[config.mk]
export PLATFORM = sky130hd
export DESIGN_NAME = div_unit_flat
export DESIGN_NICKNAME = d
export VERILOG_FILES = /design/src/rtl/div_unit_pkg.sv /design/src/rtl/div_unit_if.sv /design/src/rtl/div_step.sv /design/src/rtl/div_unit.sv /design/src/flat_wrapper.sv
export SDC_FILE = /design/constraint.sdc
export NUM_CORES = 1
export LEC_CHECK = 0
export BUFFER_PORTS_ARGS = -buffer_cell sky130_fd_sc_hd__buf_2
export CAP_MARGIN = 30
export CORE_ASPECT_RATIO = 2
export CORE_MARGIN = 2
export CORE_UTILIZATION = 41
export CTS_BUF_LIST = sky130_fd_sc_hd__clkbuf_4
export DETAILED_ROUTE_END_ITERATION = 6
export GPL_TIMING_DRIVEN = 0
export PLACE_DENSITY = 0.67
export SLEW_MARGIN = 20
export SYNTH_ARGS = -nofsm -noshare
export SYNTH_HDL_FRONTEND = slang
export SYNTH_SLANG_ARGS = --single-unit
[constraint.sdc]
create_clock -name clk -period 7.4 [get_ports clk]
set_clock_uncertainty 0.05 [all_clocks]
set_input_delay 1.48 -clock clk [delete_from_list [all_inputs] [get_ports clk]]
set_output_delay 1.48 -clock clk [all_outputs]
set_load 0.05 [all_outputs]
[src/rtl/div_unit_pkg.sv]
// Shared constants for the execute-stage integer divider: funct3 codes,
// FSM state encoding and the default datapath width.
package div_unit_pkg;

    localparam int DU_XLEN = 64;

    typedef enum logic [2:0] {
        DIV_F3  = 3'b100,
        DIVU_F3 = 3'b101,
        REM_F3  = 3'b110,
        REMU_F3 = 3'b111
    } funct3_e;

    typedef enum logic [1:0] {
        IDLE = 2'd0,
        BUSY = 2'd1,
        DONE = 2'd2
    } state_e;

endpackage

[src/rtl/div_unit_if.sv]
// E-stage <-> divider bundle: the operation request from E and the
// stall/result path back toward the hazard unit and M.
interface div_unit_if #(
    parameter int XLEN = 64
);
    logic            startE;
    logic [2:0]      funct3E;
    logic            wordE;
    logic [XLEN-1:0] srcaE;
    logic [XLEN-1:0] srcbE;
    logic            killE;
    logic            stallreq;
    logic            done;
    logic [XLEN-1:0] result;

    modport master (
        output startE, funct3E, wordE, srcaE, srcbE, killE,
        input  stallreq, done, result
    );

    modport slave (
        input  startE, funct3E, wordE, srcaE, srcbE, killE,
        output stallreq, done, result
    );
endinterface

[src/rtl/div_step.sv]
// One radix-2 restoring iteration: shift {rem, quo} left, trial-subtract
// the divisor, keep the difference when it does not borrow.
module div_step #(
    parameter int XLEN = 64
) (
    input  logic [XLEN-1:0] i_rem,
    input  logic [XLEN-1:0] i_quo,
    input  logic [XLEN-1:0] i_divisor,
    output logic [XLEN-1:0] o_rem,
    output logic [XLEN-1:0] o_quo
);
    logic [XLEN:0] w_shift;
    logic [XLEN:0] w_diff;
    logic          w_borrow;

    // rem < divisor holds between steps, so bit XLEN of the difference is a true borrow
    assign w_shift  = {i_rem, i_quo[XLEN-1]};
    assign w_diff   = w_shift - {1'b0, i_divisor};
    assign w_borrow = w_diff[XLEN];

    assign o_rem = w_borrow ? w_shift[XLEN-1:0] : w_diff[XLEN-1:0];
    assign o_quo = {i_quo[XLEN-2:0], ~w_borrow};
endmodule

[src/rtl/div_unit.sv]
// Multi-cycle RV64M DIV/DIVU/REM/REMU (+W forms) with a stall request
// toward the hazard unit.
//   state | meaning
//   IDLE  | waiting for a divide in E; special cases resolve straight to DONE
//   BUSY  | one restoring iteration per cycle, E frozen
//   DONE  | result/done valid for one cycle, pipeline advances
module div_unit
    import div_unit_pkg::*;
#(
    parameter int XLEN = DU_XLEN
) (
    input  logic       clk,
    input  logic       rst,
    div_unit_if.slave  du
);
    localparam int HALF  = XLEN / 2;
    localparam int CNT_W = $clog2(XLEN + 1);
    localparam logic [CNT_W-1:0] CNT_FULL = CNT_W'(XLEN);
    localparam logic [CNT_W-1:0] CNT_HALF = CNT_W'(HALF);
    localparam logic [XLEN-1:0]  MIN_FULL = {1'b1, {(XLEN-1){1'b0}}};
    localparam logic [HALF-1:0]  MIN_HALF = {1'b1, {(HALF-1){1'b0}}};

    state_e            r_state, w_next_state;
    logic [CNT_W-1:0]  r_count;
    logic [XLEN-1:0]   r_rem, r_quo, r_divisor, r_result;
    logic              r_neg_q, r_neg_r, r_is_rem, r_word, r_done;

    logic              w_signed, w_is_rem, w_start, w_special, w_stallreq;
    logic              w_a_neg, w_b_neg, w_a_min, w_div_zero, w_ovf;
    logic [XLEN-1:0]   w_a_ext, w_b_ext, w_a_mag, w_b_mag, w_quo_init;
    logic [XLEN-1:0]   w_spec_raw, w_step_rem, w_step_quo, w_q_fix, w_r_fix;

    function automatic logic [XLEN-1:0] word_fix(input logic [XLEN-1:0] v, input logic w);
        return w ? {{HALF{v[HALF-1]}}, v[HALF-1:0]} : v;
    endfunction

    always_comb begin
        w_signed = 1'b0;
        w_is_rem = 1'b0;
        case (du.funct3E)
            DIV_F3:  w_signed = 1'b1;
            REM_F3:  begin w_signed = 1'b1; w_is_rem = 1'b1; end
            REMU_F3: w_is_rem = 1'b1;
            default: ;
        endcase
    end

    // Operand conditioning: W extension, magnitudes, special-case detection
    always_comb begin
        w_a_ext = du.srcaE;
        w_b_ext = du.srcbE;
        w_a_min = (du.srcaE == MIN_FULL);
        if (du.wordE) begin
            w_a_ext = {{HALF{w_signed & du.srcaE[HALF-1]}}, du.srcaE[HALF-1:0]};
            w_b_ext = {{HALF{w_signed & du.srcbE[HALF-1]}}, du.srcbE[HALF-1:0]};
            w_a_min = (du.srcaE[HALF-1:0] == MIN_HALF);
        end
        w_a_neg    = w_signed & w_a_ext[XLEN-1];
        w_b_neg    = w_signed & w_b_ext[XLEN-1];
        w_a_mag    = w_a_neg ? -w_a_ext : w_a_ext;
        w_b_mag    = w_b_neg ? -w_b_ext : w_b_ext;
        w_quo_init = du.wordE ? (w_a_mag << HALF) : w_a_mag;
        w_div_zero = (w_b_ext == '0);
        w_ovf      = w_signed & w_a_min & (w_b_ext == '1);
        w_special  = w_div_zero | w_ovf;
        if (w_div_zero)
            w_spec_raw = w_is_rem ? w_a_ext : '1;
        else
            w_spec_raw = w_is_rem ? '0 : w_a_ext;
    end

    div_step #(.XLEN(XLEN)) u_step (
        .i_rem     (r_rem),
        .i_quo     (r_quo),
        .i_divisor (r_divisor),
        .o_rem     (w_step_rem),
        .o_quo     (w_step_quo)
    );

    assign w_q_fix = r_neg_q ? -w_step_quo : w_step_quo;
    assign w_r_fix = r_neg_r ? -w_step_rem : w_step_rem;
    assign w_start = du.startE & ~du.killE;

    always_comb begin
        w_next_state = r_state;
        w_stallreq   = 1'b0;
        case (r_state)
            IDLE: begin
                if (w_start) begin
                    w_stallreq   = 1'b1;
                    w_next_state = w_special ? DONE : BUSY;
                end
            end
            BUSY: begin
                w_stallreq = 1'b1;
                if (r_count == CNT_W'(1))
                    w_next_state = DONE;
            end
            DONE:    w_next_state = IDLE;
            default: w_next_state = IDLE;
        endcase
        if (du.killE) begin
            w_next_state = IDLE;
            w_stallreq   = 1'b0;
        end
        if (rst)
            w_stallreq = 1'b0;
    end

    always_ff @(posedge clk) begin
        if (rst) begin
            r_state   <= IDLE;
            r_count   <= '0;
            r_rem     <= '0;
            r_quo     <= '0;
            r_divisor <= '0;
            r_result  <= '0;
            r_neg_q   <= 1'b0;
            r_neg_r   <= 1'b0;
            r_is_rem  <= 1'b0;
            r_word    <= 1'b0;
            r_done    <= 1'b0;
        end else begin
            r_state <= w_next_state;
            r_done  <= (w_next_state == DONE);
            if (du.killE) begin
                r_count <= '0;
            end else if (r_state == IDLE && w_start) begin
                r_rem     <= '0;
                r_quo     <= w_quo_init;
                r_divisor <= w_b_mag;
                r_neg_q   <= w_a_neg ^ w_b_neg;
                r_neg_r   <= w_a_neg;
                r_is_rem  <= w_is_rem;
                r_word    <= du.wordE;
                r_count   <= w_special ? '0 : (du.wordE ? CNT_HALF : CNT_FULL);
                if (w_special)
                    r_result <= word_fix(w_spec_raw, du.wordE);
            end else if (r_state == BUSY) begin
                r_rem   <= w_step_rem;
                r_quo   <= w_step_quo;
                r_count <= r_count - CNT_W'(1);
                if (r_count == CNT_W'(1))
                    r_result <= word_fix(r_is_rem ? w_r_fix : w_q_fix, r_word);
            end
        end
    end

    assign du.stallreq = w_stallreq;
    assign du.done     = r_done;
    assign du.result   = r_result;
endmodule

[src/flat_wrapper.sv]
// flat-port wrapper written by rule: the top's interface ports become plain ports
module div_unit_flat import div_unit_pkg::*;
#(
    parameter int XLEN = DU_XLEN
)
  (clk, rst, du_startE, du_funct3E, du_wordE, du_srcaE, du_srcbE, du_killE, du_stallreq, du_done, du_result);
  div_unit_if #(.XLEN(XLEN)) du_i ();
  input  logic clk;
  input  logic rst;
  input wire logic [$bits(du_i.startE)-1:0] du_startE;
  input wire logic [$bits(du_i.funct3E)-1:0] du_funct3E;
  input wire logic [$bits(du_i.wordE)-1:0] du_wordE;
  input wire logic [$bits(du_i.srcaE)-1:0] du_srcaE;
  input wire logic [$bits(du_i.srcbE)-1:0] du_srcbE;
  input wire logic [$bits(du_i.killE)-1:0] du_killE;
  output wire logic [$bits(du_i.stallreq)-1:0] du_stallreq;
  output wire logic [$bits(du_i.done)-1:0] du_done;
  output wire logic [$bits(du_i.result)-1:0] du_result;
  assign du_i.startE = du_startE;
  assign du_i.funct3E = du_funct3E;
  assign du_i.wordE = du_wordE;
  assign du_i.srcaE = du_srcaE;
  assign du_i.srcbE = du_srcbE;
  assign du_i.killE = du_killE;
  assign du_stallreq = du_i.stallreq;
  assign du_done = du_i.done;
  assign du_result = du_i.result;
  div_unit #(.XLEN(XLEN)) u_core (.clk(clk), .rst(rst), .du(du_i));
endmodule
==> results of run 1 <==
-- cell type report --
class | instances | area, sq um | share of cell area (%)
diodes | 6 | 15.0 | 0.0543
plain buffers | 254 | 1030 | 3.72
clock buffers | 94 | 706 | 2.55
clock inverters | 26 | 173 | 0.624
inverters | 109 | 425 | 1.54
multi-input cells | 2939 | 17800 | 64.2
flip-flops and latches | 270 | 5410 | 19.5
well taps | 768 | 961 | 3.47
repair buffers | 219 | 1190 | 4.31
-- worst paths after layout --
kind / startpoint / end / slack (ns)
worst max-delay path: u_core.r_quo[63] / u_core.du.result[13] / 0.14
worst min-delay path: u_core.r_divisor[36] / u_core.r_divisor[36] / 0.40
worst max register to register: u_core.r_quo[63] / u_core.du.result[13] / 0.14
worst min register to register: u_core.r_divisor[36] / u_core.r_divisor[36] / 0.40
-- registers in the layout (all words and copies together), names as in the netlist --
signal	cells
u_core.r_word	1
u_core.r_state	2
u_core.r_is_rem	1
u_core.r_neg_r	1
u_core.r_neg_q	1
u_core.r_rem	64
u_core.r_divisor	64
u_core.du.done	1
u_core.r_count	7
u_core.du.result	64
u_core.r_quo	64
-- worst max-delay path, delay by kind of cell, from the launching register on --
family | cells | cell delay (ns)
fa+ha+maj | 2 | 0.65
buf+inv | 9 | 3.46
simple gates | 4 | 0.65
compound gates | 8 | 1.92
flops | 1 | 0.45
-- kinds of logic after synthesis --
group	Yosys count	share of synthesized area (%)
and+or+nand+nor	1418	26.5
AOI/OAI and AO/OA	1159	31.2
buffers and inverters	366	5.78
DFF	270	22.1
xor gates and xnor gates	259	9.29
adders and majority gates	72	3.72
muxes	31	1.31
-- power by group --
group          total [mW]  switching [mW]  internal, mW  leakage (nW)
sequential           1.53          0.0416          1.49          2.19
clock                1.40           0.731         0.666         0.518
combinational        1.19           0.858         0.331          7.95
total                4.12            1.63          2.49          10.7
-- per-stage QoR --
| stage | TNS, ns | cells | power (mW) | util, % |
|---|---|---|---|---|
| 2_1_floorplan | 0 | 3575 | 2.20 | - |
| 3_3_place_gp | -77.67 | 4541 | 2.67 | 44.7 |
| 3_5_place_dp | -72.18 | 4552 | 2.67 | 44.9 |
| 4_1_cts | 0 | 4672 | 4.04 | 46.6 |
| 5_1_grt | -0.0132 | 4682 | 4.23 | 46.9 |
| 6_report | 0 | 4685 | 4.12 | 46.9 |
-- routing by layer --
metal	GRT usage [%]	routed length (microns)	up-vias
met4	56.4	22100	2
met1	43.5	45800	14500
li1	-	-	13700
met3	11.1	11000	949
met5	0	11	-
met2	77.3	67600	2081
-- cells in the final DEF (no fill, tap or decap), types with 110 or more instances in the layout --
master	synthesis	final
nand2_1	435	435
o21ai_0	228	225
a21oi_1	311	307
clkbuf_1	208	199
nor2_1	507	505
buf_2	30	231
xnor2_1	139	139
nor3_1	112	110
dfxtp_1	270	269
xor2_1	120	120
-- synth_stat cells, drive strengths merged, types with 71 or more instances --
master / instances
xnor2: 139
xor2: 120
inv: 108
a211oi: 80
nand2: 435
o21ai: 247
nor2: 509
nor3: 113
clkbuf: 208
ha: 71
a21oi: 311
dfxtp: 270
-- repair_timing --
action	CTS	global route
pin swaps	5	6
hold buffers	0	0
resized for setup	26	26
gates cloned	0	0
setup buffers	3	2
setup endpoints to repair	36	17
==> metrics.txt, run 1 <==
max cap viols=0; Clock Path Buffers=3; finished layout cell area=27,700 sq um; Worst Setup Path Type=flip-flop to flip-flop; Total Die Area=61,700 sq um; clock sink total=270; Fin. Hold Viols=0; hold path depth=2; nets=4,072; Synth area leader=dfxtp_1; area grow syn2layout=13.3%; Ports=202; core outline area=59,000 sq um; Yosys warning count=0; routability cong.=1.07; status=finished, violations left; wire length per cell=31.3 microns; clock latency on the worst-skew pair=0.88 ns; f_max=138 MHz; syn avg cell area=6.83 sq um; Root Driver=clkbuf_4; global route overflow=0; # fillers=6,509; Synth area leaders=dfxtp_1 22%, nor2_1 7.8%, nand2_1 6.7%, a21oi_1 6.4%, xnor2_1 5.0%; dpl cell area=26,500 sq um; Slew headroom=21.8%; first-pass GRT wire length=209,000 microns; total vias in the final route=31,200; CP max FO=10; Syn Inst Count=3,575; die height=349 microns; residual DRC count=11; vias in the first global route=30,300; sequential-to-total area share from yosys stat=22.1%; First DRT Iteration DRCs=3,389; HP Class=flip-flop to flip-flop; clock transition at the registers of the reported paths=0.07 ns; Worst setup SP type=flip-flop; max-slew violation count=0; RSZ-0062 raised after global routing=yes; Die X-Extent=177 microns; measured slew at the worst slew-check pin=1.16 ns; Post-synth EDFFs=0; cts bufs inserted=71; CP required=8.14 ns; DRT antenna net count=0; synthesized flop and latch total=270; # rows=126; layout cells sized above 1=11.4%; post-synthesis net count=3,783; FF-to-FF path depth=23; hold slack=0.404 ns; final wirelength=147,000 microns; largest net degree at the start of global routing=20; Netlist cell types=93; slowest cell on the critical path=clkbuf_1; CTS tree=built; Netlist Area Pre-Place=24,400 sq um; dpl ws=-3.23 ns; Leak=10.7 nW; Async SR Flop Fraction=0%; final setup fails=0; fin crit period=7.26 ns; Vias/cell=6.66; total track usage=46.9%; Final Cycle Share=98.1%; Final Worst Setup Slack=0.142 ns; Port Buf Inserts=198; Max IR drop VDD=0.0831 mV; worst path cell trace=inv_1, ha_1, fa_2, nand2b_4, a211oi_4, o2111ai_2, a211oi_4, buf_4, buf_4, o2111a_1, o211a_4, clkbuf_1, clkbuf_1, clkbuf_1, buf_2, buf_2, buf_2, nor2_1, a211oi_1, nand3_1, o211ai_1, nand3_1, a21oi_1; initial antenna violation count=11; Initial Util=41.4%; H-tree Lvls=3; Post-synth top flop=dfxtp_1; post-synth top area share=22.1%; dpl hpwl=119,000 microns; Worst Path Arrival=7.99 ns; Power per Cell Area=149 nW/um^2; drt pass-1 iters=7; largest stage delay on the critical path=0.60 ns; failing checks=design-rule violations; Worst setup EP type=flip-flop
No activity file was read; power rests on OpenSTA's default activity.
==> run 2, diff against run 1 <==
--- a/config.mk
+++ b/config.mk
@@ -5,6 +5,7 @@
 export SDC_FILE = /design/constraint.sdc
 export NUM_CORES = 1
 export LEC_CHECK = 0
+export ABC_AREA = 1
 export BUFFER_PORTS_ARGS = -buffer_cell sky130_fd_sc_hd__buf_2
 export CAP_MARGIN = 30
 export CORE_ASPECT_RATIO = 2
@@ -12,7 +13,8 @@
 export CORE_UTILIZATION = 41
 export CTS_BUF_LIST = sky130_fd_sc_hd__clkbuf_4
 export DETAILED_ROUTE_END_ITERATION = 6
-export GPL_TIMING_DRIVEN = 0
+export GPL_ROUTABILITY_DRIVEN = 0
+export GPL_TIMING_DRIVEN = 1
 export PLACE_DENSITY = 0.67
 export SLEW_MARGIN = 20
 export SYNTH_ARGS = -nofsm -noshare
==> run 2 against run 1 <==
  * The run still ends with design-rule violations left
  * Critical path depth rose by 7
  * Routed wire length fell by 13%
  * Combinational power up 20%
  * Power increased by 5.7%
  * Final cell count grew 30%
  * Clock-buffer cell count is 4 lower
  * Design area is 9.6% higher
  * Maximum frequency increased by 19%
  * Die area increased by 14%
  * Critical path type unchanged
  * Largest power group unchanged
==> metrics.txt, run 2 <==
H-tree Lvls=3 (unchanged); commonest non-fill, non-tap cell in the layout=nand2_1 (was nor2_1); first-pass GRT wire length=188,000 microns (was 209,000 microns); R2R setup slack=1.32 ns (was 0.14 ns); Netlist cell types=63 (was 93); die height=373 microns (was 349 microns); Port Buf Inserts=201 (was 198); area grow syn2layout=8.73% (was 13.3%); hold slack=0.417 ns (was 0.404 ns); max cap viols=0 (unchanged); dpl hpwl=98,500 microns (was 119,000 microns); vias in the first global route=32,200 (was 30,300); final setup fails=0 (unchanged); most frequent cells in the layout=1,606 x nand2_1, 716 x inv_1, 471 x nor2_1 (was 505 x nor2_1, 435 x nand2_1, 307 x a21oi_1); CTS tree=built (unchanged); cts bufs inserted=67 (was 71); Post-CTS Setup Inserts=0 (was 3); Post-synth EDFFs=0 (unchanged); core outline area=67,600 sq um (was 59,000 sq um); Tot Pwr=4.35 mW (was 4.12 mW); CP startpoint=u_core.r_divisor[51] (was u_core.r_quo[63]); Logic pwr share=33.0% (was 28.9%); DRT antenna net count=0 (unchanged); finished layout cell area=30,300 sq um (was 27,700 sq um); Post-synth top flop=dfxtp_1 (unchanged); Worst setup SP type=flip-flop (unchanged); FF-to-FF path depth=30 (was 23); largest net degree at the start of global routing=119 (was 20); clock latency on the worst-skew pair=0.92 ns (was 0.88 ns); clock transition at the registers of the reported paths=0.07 ns (about the same); global route overflow=0 (unchanged); First DRT Iteration DRCs=3,335 (was 3,389); Final Util=44.9% (was 46.9%); residual DRC count=6 (was 11); Ports=202 (unchanged); most common cell in the synthesized netlist=nand2_1 (was nor2_1); Vias/cell=5.59 (was 6.66); Root Driver=clkbuf_4 (unchanged); Worst Path Arrival=6.80 ns (was 7.99 ns); Slew headroom=26.4% (was 21.8%); clock sink total=270 (unchanged); post-synthesis net count=5,261 (was 3,783); synthesized flop and latch total=270 (unchanged); hold path depth=2 (unchanged); Die X-Extent=188 microns (was 177 microns); Power per Cell Area=143 nW/um^2 (was 149 nW/um^2); max-slew violation count=0 (unchanged); cell mode on critical path=nand2_1; sequential power share=36.0% (was 37.2%); f_max=164 MHz (was 138 MHz); total track usage=35.4% (was 46.9%); wire length per cell=20.8 microns (was 31.3 microns); Net Sw Frac=41.9% (was 39.6%); r2r endpoint=u_core.du.result[50] (was u_core.du.result[13]); Worst Setup Path Type=flip-flop to flip-flop (unchanged); total vias in the final route=34,100 (was 31,200); fin crit period=6.08 ns (was 7.26 ns); HP Class=flip-flop to flip-flop (unchanged); worst hold start=u_core.r_divisor[63] (was u_core.r_divisor[36]); Max IR drop VDD=0.139 mV (was 0.0831 mV); Final Cycle Share=82.2% (was 98.1%); Netlist Area Pre-Place=27,900 sq um (was 24,400 sq um); status=finished, violations left (unchanged); setup TNS=0 ns (unchanged); Clock Path Buffers=3 (unchanged); Cell Int Power=2.53 mW (was 2.49 mW); largest stage delay on the critical path=0.44 ns (was 0.60 ns); clock power share=31.0% (was 33.9%); CP required=8.12 ns (was 8.14 ns); hold worst-path end=u_core.r_divisor[63] (was u_core.r_divisor[36]); measured slew at the worst slew-check pin=1.10 ns (was 1.16 ns); # rows=135 (was 126); RSZ-0062 raised after global routing=no (was yes); initial antenna violation count=4 (was 11); commonest cells in the netlist=1,608 x nand2_1, 718 x inv_1, 475 x nor2_1 (was 507 x nor2_1, 435 x nand2_1, 311 x a21oi_1); P_sw=1.82 mW (was 1.63 mW); Syn Inst Count=5,053 (was 3,575); drt pass-1 iters=7 (unchanged); Async SR Flop Fraction=0% (unchanged); sequential-to-total area share from yosys stat=19.4% (was 22.1%); dpl cell area=29,400 sq um (was 26,500 sq um); slowest cell on the critical path=nor4_1 (was clkbuf_1); Synth area leader=nand2_1 (was dfxtp_1); Synth area leaders=nand2_1 22%, dfxtp_1 19%, inv_1 9.7%, a21oi_1 6.6%, nor2_1 6.4% (was dfxtp_1 22%, nor2_1 7.8%, nand2_1 6.7%, a21oi_1 6.4%, xnor2_1 5.0%); Fin. Hold Viols=0 (unchanged); CTS resizes=0 (was 26); final wirelength=127,000 microns (was 147,000 microns); post-synth top area share=21.6% (was 22.1%); Yosys warning count=0 (unchanged); Leak=16.0 nW (was 10.7 nW); nets=5,362 (was 4,072); # hold bufs at CTS=0 (unchanged); CP max FO=16 (was 10); failing checks=design-rule violations (unchanged); Total Die Area=70,300 sq um (was 61,700 sq um); Worst setup EP type=flip-flop (unchanged); Initial Util=41.3% (was 41.4%); r2r startpoint=u_core.r_divisor[51] (was u_core.r_quo[63]); syn avg cell area=5.52 sq um (was 6.83 sq um); layout cells sized above 1=9.21% (was 11.4%)
run 2: cell count changes after synthesis, sizes merged, moves of 57 or more:
cell / change
nand3: +232
a21oi: +68
xnor2: -97
inv: +621
a211oi: -74
clkbuf: -57
o21ai: +117
a22oi: -62
nand2: +1219
run 2: metrics by stage:
step / instances / setup slack, ns
finish: 6100 / 1.32
global route: 6096 / 0.791
CTS: 6087 / 1.55
floorplan: 5053 / 2.30
global placement: 5971 / 1.16
detailed placement: 5972 / 1.03
run 2: how the worst max path moves through the flow:
stage | slack [ns] | cells past startpoint | to
2_1_floorplan | 2.30 | 40 | u_core.du.result[50]
3_3_place_gp | 1.16 | 17 | u_core.du.result[58]
3_5_place_dp | 1.03 | 17 | u_core.du.result[60]
4_1_cts | 1.55 | 35 | u_core.du.result[50]
5_1_grt | 0.79 | 31 | u_core.du.result[50]
6_report | 1.32 | 30 | u_core.du.result[50]
run 2: worst max-delay path: cells and delay by family (launching register included):
| kind | cells | cell delay, ns |
|---|---|---|
| AOI/OAI and AO/OA | 7 | 1.41 |
| buffers and inverters | 4 | 0.69 |
| adders and majority gates | 2 | 0.61 |
| and+or+nand+nor | 17 | 2.86 |
| DFF | 1 | 0.30 |
run 2: cell families (layout without fill, tap and decap cells):
kind of cell | count (synthesis) | after routing | synth area share, %
simple gates | 2682 | 2682 | 40.6
buf+inv | 943 | 1090 | 13.3
flops | 270 | 270 | 19.4
xor+xnor | 130 | 130 | 4.08
other cells | 0 | 10 | 0
compound gates | 930 | 930 | 18.5
fa+ha+maj | 98 | 98 | 4.19
run 2: routing by layer:
layer  vias to the layer above  part of all wire (%)  global-route usage [%]
met5                         -                     0                       0
met4                         0                    13                    38.1
met1                     15300                    32                    33.0
li1                      16500                     -                       -
met2                      1702                    49                    62.7
met3                       607                   6.2                    5.44
run 2: layout make-up:
class	instances	area [sq um]
antenna	10	25.0
clock buffer	90	676
clock inverter	25	176
fill	7595	37200
inverter	736	2770
multi-input combinational	3840	18800
sequential	270	5410
tap	890	1110
timing repair buffer	239	1350
run 2: power by group through the flow:
stage,sequential (mW),clock (mW),combinational [mW]
3_5_place_dp,1.60,0,1.37
2_1_floorplan,1.64,0,0.842
5_1_grt,1.57,1.43,1.54
6_report,1.57,1.35,1.43
4_1_cts,1.56,1.36,1.37
3_3_place_gp,1.60,0,1.36
